--- src/rtl/buffer_reader_pkg.sv ---
// Shared types and helpers for the row-buffer read engine.
// ADDR_W must be wide enough to address every row of the attached buffer.
package buffer_reader_pkg;

  localparam int ADDR_W = 4;

  typedef enum logic [1:0] {
    BR_IDLE  = 2'd0,
    BR_READ  = 2'd1,
    BR_DRAIN = 2'd2
  } br_state_e;

  // Row address increment that wraps back to row 0 after the last row.
  function automatic logic [ADDR_W-1:0] wrap_inc(input logic [ADDR_W-1:0] addr,
                                                 input logic [ADDR_W-1:0] last_row);
    if (addr == last_row) begin
      return {ADDR_W{1'b0}};
    end else begin
      return addr + ADDR_W'(1);
    end
  endfunction

endpackage

--- src/rtl/buffer_reader.sv ---
// Walks a run of consecutive buffer rows and streams them out over valid/ready.
// A single output register plus the load enable sustains one beat per cycle.
module buffer_reader
  import buffer_reader_pkg::*;
#(
  parameter int WIDTH = 384,
  parameter int DEPTH = 16,
  parameter int LEN_W = 5
) (
  input  logic              i_clk,
  input  logic              i_rst_n,
  input  logic              i_start,
  input  logic [ADDR_W-1:0] i_base_addr,
  input  logic [LEN_W-1:0]  i_len,
  input  logic              i_abort,
  output logic              o_busy,
  output logic              o_done,
  output logic [ADDR_W-1:0] o_addr_rd,
  input  logic [WIDTH-1:0]  i_data_rd,
  output logic              o_valid,
  output logic [WIDTH-1:0]  o_data,
  output logic              o_last,
  input  logic              i_ready
);

  localparam logic [ADDR_W-1:0] LAST_ROW = ADDR_W'(DEPTH - 1);
  localparam logic [LEN_W-1:0]  ONE_ROW  = LEN_W'(1);

  br_state_e          state_r;
  br_state_e          state_s;
  logic [ADDR_W-1:0]  addr_r;
  logic [LEN_W-1:0]   rem_r;
  logic               ld_s;
  logic               xfer_s;
  logic               run_start_s;
  logic               empty_start_s;
  logic               last_xfer_s;
  logic               abort_s;

  assign o_addr_rd = addr_r;

  // State register.
  always_ff @(posedge i_clk or negedge i_rst_n) begin
    if (!i_rst_n) begin
      state_r <= BR_IDLE;
    end else begin
      state_r <= state_s;
    end
  end

  // Next state and per-cycle strobes; abort outranks load and transfer.
  always_comb begin
    state_s       = state_r;
    ld_s          = 1'b0;
    xfer_s        = o_valid && i_ready;
    run_start_s   = 1'b0;
    empty_start_s = 1'b0;
    last_xfer_s   = 1'b0;
    abort_s       = 1'b0;
    case (state_r)
      BR_IDLE: begin
        if (i_start && (i_len != {LEN_W{1'b0}})) begin
          run_start_s = 1'b1;
          state_s     = BR_READ;
        end else if (i_start) begin
          empty_start_s = 1'b1;
        end else begin
          state_s = BR_IDLE;
        end
      end
      BR_READ: begin
        if (i_abort) begin
          abort_s = 1'b1;
          state_s = BR_IDLE;
        end else begin
          ld_s = !o_valid || i_ready;
          if (ld_s && (rem_r == ONE_ROW)) begin
            state_s = BR_DRAIN;
          end else begin
            state_s = BR_READ;
          end
        end
      end
      BR_DRAIN: begin
        if (i_abort) begin
          abort_s = 1'b1;
          state_s = BR_IDLE;
        end else if (xfer_s && o_last) begin
          last_xfer_s = 1'b1;
          state_s     = BR_IDLE;
        end else begin
          state_s = BR_DRAIN;
        end
      end
      default: begin
        state_s = BR_IDLE;
      end
    endcase
  end

  // Address/count bookkeeping and the output beat register.
  always_ff @(posedge i_clk or negedge i_rst_n) begin
    if (!i_rst_n) begin
      addr_r  <= {ADDR_W{1'b0}};
      rem_r   <= {LEN_W{1'b0}};
      o_busy  <= 1'b0;
      o_done  <= 1'b0;
      o_valid <= 1'b0;
      o_last  <= 1'b0;
      o_data  <= {WIDTH{1'b0}};
    end else begin
      o_busy <= (state_s != BR_IDLE);
      o_done <= empty_start_s || last_xfer_s;
      if (abort_s) begin
        o_valid <= 1'b0;
        o_last  <= 1'b0;
        rem_r   <= {LEN_W{1'b0}};
      end else if (run_start_s) begin
        addr_r <= i_base_addr;
        rem_r  <= i_len;
      end else if (ld_s) begin
        o_data  <= i_data_rd;
        o_valid <= 1'b1;
        o_last  <= (rem_r == ONE_ROW);
        addr_r  <= wrap_inc(addr_r, LAST_ROW);
        rem_r   <= rem_r - ONE_ROW;
      end else if (xfer_s) begin
        o_valid <= 1'b0;
        o_last  <= 1'b0;
      end else begin
        o_valid <= o_valid;
      end
    end
  end

endmodule
--- config.mk ---
export PLATFORM = sky130hd
export DESIGN_NAME = buffer_reader
export DESIGN_NICKNAME = d
export VERILOG_FILES = /design/src/rtl/buffer_reader_pkg.sv /design/src/rtl/buffer_reader.sv
export SDC_FILE = /design/constraint.sdc
export NUM_CORES = 1
export LEC_CHECK = 0
export BUFFER_PORTS_ARGS = -buffer_cell sky130_fd_sc_hd__buf_2
export CORE_AREA = 2 2 309 311
export CTS_CLUSTER_DIAMETER = 60
export CTS_CLUSTER_SIZE = 25
export DETAILED_ROUTE_END_ITERATION = 12
export DIE_AREA = 0 0 311 313
export PLACE_DENSITY = 0.4
export REMOVE_ABC_BUFFERS = 1
export SYNTH_ARGS = -nofsm -noshare
export SYNTH_HDL_FRONTEND = slang
export SYNTH_SLANG_ARGS = --single-unit
--- constraint.sdc ---
create_clock -name i_clk -period 2.5 [get_ports i_clk]
set_input_delay 0.5 -clock i_clk [delete_from_list [all_inputs] [get_ports i_clk]]
set_output_delay 0.5 -clock i_clk [all_outputs]
set_load 0.05 [all_outputs]
==> metrics.yaml <==
status: "finished clean"
hp-class: "in -> reg"
multiInputGateArea_mm2: 0.00489
vias: 10934
max_cap_violations: 0
die_x_um: 311
worstSetupPathType: "reg -> reg"
synthCells: 916
cts_tree: "yes"
core_mm2: 0.0942
drt-total-wl_mm: 50.2
die_h_um: 313
setup_viol: 0
period_minus_slack_ps: 2300
hpwl_mm: 40.0
min_period_over_period_pct: 92.0
drt_iter0_drc: 359
gp_congestion: 0.855
initial_core_util_pct: 16.4
synth_async_sr_flop_share_pct: 100
hold_viol: 0
area_growth_pct: 46.3
cp_max_fo: 19
required_ps: 2960
grt_max_degree: 66
clkSinkCount: 399
cp-end-kind: "flip-flop"
fmax_mhz: 435
ys_seq_area_share_pct: 64.7
rsz0062_at_grt: "no"
synth_edf_count: 0
clk_pin_slew_ps: 80
pre_cts_ws_ps: 0.0577
fin_area_mm2: 0.0226
fill_cells: 10099
yosys_register_bits: 399
numCtsBuffers: 44
avgRoutedWirePerCell_um: 16.4
io_buffers: 789
grt_pass1_wl_mm: 75.8
drive_gt1_share_pct: 53.9
grt-ovfl-total: 0
fp-row-count: 113
seqCellArea_mm2: 0.00998
htreeDepth: 2
yosys_warnings: 0
report.final.slew_viol_count: 0
synth_ff_type: "dfrtp_1"
dpl_cell_area_mm2: 0.0210
slew_headroom_pct: 57.2
first_global_vias: 12168
die-area_mm2: 0.0973
syn_area_mm2: 0.0154
firstDrtPassIters: 4
clock_latency_ps: 580
pin_count: 790
ys_types: 42
start_kind: "flip-flop"
worst_pin_slew_ps: 642
antenna_found_initial: 8
grtUsageTotal_pct: 10.0
clock_skew_ps: 11.7
postSynthAreaPerCell_um2: 16.8
final_nets: 2161
cp.arrival_ps: 2760
final.setup.worst_slack_ps: 201
vias_per_cell: 3.57
cts-root-buf: "clkbuf_16"
cts_buffer_depth: 3
drc: 0
antenna_left: 0
==> cells in the mapped netlist (2+ instances only) <==
cell	count	area (um^2)
nand4_1	2	12.5
dfrtp_1	399	9980
xor2_1	2	17.5
clkbuf_1	4	15.0
a31o_2	3	26.3
buf_6	37	417
a31oi_1	3	18.8
nand2_1	10	37.5
mux2_2	38	428
mux2_1	349	3930
buf_4	3	22.5
and2_1	4	25.0
a21oi_1	6	30.0
buf_12	3	60.1
nand2b_1	2	12.5
ha_1	7	87.6
nand3_1	9	45.0
a311oi_1	2	17.5
inv_1	7	26.3
or4_1	2	15.0
o221a_2	2	22.5
o21ai_0	2	10.0
==> final timing paths <==
path | from | endpoint | slack (ps) | cells past startpoint
hold reg to reg | o_data[353] | o_data[353] | 480 | 1
max in group asynchronous | i_rst_n | o_data[212] | 1240 | 3
min in group asynchronous | i_rst_n | o_data[208] | 510 | 2
hold / removal | i_data_rd[63] | o_data[63] | 130 | 2
setup reg to reg | state_r[1] | o_data[318] | 200 | 8
setup / recovery | state_r[1] | o_data[318] | 200 | 8
==> worst max-delay path, stage by stage, from the launching register on <==
cell	delay (ps)
dfrtp_1	400
inv_1	100
ha_1	150
nor2b_1	160
and2_1	310
and2_4	240
buf_12	170
buf_4	260
mux2_2	360
==> routing by layer <==
layer / track usage (%) / up-vias / wire length, um
met2: 18.9 / 420 / 27500
li1: - / 4951 / -
met4: 4.05 / 4 / 1590
met5: 0 / - / 25
met3: 3.21 / 86 / 3560
met1: 10.2 / 5473 / 17500
==> stage by stage <==
stage          std cells  util [%]  setup TNS (ps)  hold slack (ps)
2_1_floorplan        868         -        -3407540              204
3_3_place_gp        2974      22.3               0              462
3_5_place_dp        2974      22.3               0              469
4_1_cts             3054      23.9               0             52.1
5_1_grt             3060      24.0               0             73.0
6_report            3060      24.0               0              126
==> state kept, by name, indices dropped and copies added, names as in the netlist <==
name,count
o_addr_rd,4
rem_r,5
o_valid,1
o_last,1
state_r,2
o_busy,1
o_data,384
o_done,1
==> what timing repair did <==
item,CTS,global route
resized for setup,0,0
hold buffers,1,0
hold endpoints to repair,50,0
setup buffers,0,0
==> layout make-up <==
type                       count  share of cell area, %
antenna                        6                 0.0665
clock buffer                  52                   5.24
clock inverter                27                   1.52
inverter                       7                  0.116
multi-input combinational    462                   21.7
sequential                   399                   44.3
tap                         1265                   7.01
timing repair buffer         842                   20.1
==> layout by cell type, fill, tap and decap left out, types with 6 or more instances in the layout <==
master     count
buf_2        788
clkbuf_16     45
nand2_1       10
mux2_2        38
nand3_1        9
buf_12        14
a21oi_1        6
dfrtp_1      399
clkinv_8       7
mux2_1       349
inv_1          7
ha_1           7
diode_2        6
buf_4         38
==> kinds of logic after synthesis <==
| group | synth area share, % |
|---|---|
| compound gates | 1.35 |
| xor+xnor | 0.114 |
| fa+ha+maj | 0.568 |
| buf+inv | 3.54 |
| flops | 64.7 |
| mux | 28.3 |
| simple gates | 1.37 |
Power is not shown: default switching activity piles up to over one toggle a cycle in this logic, so the estimate is an artifact.
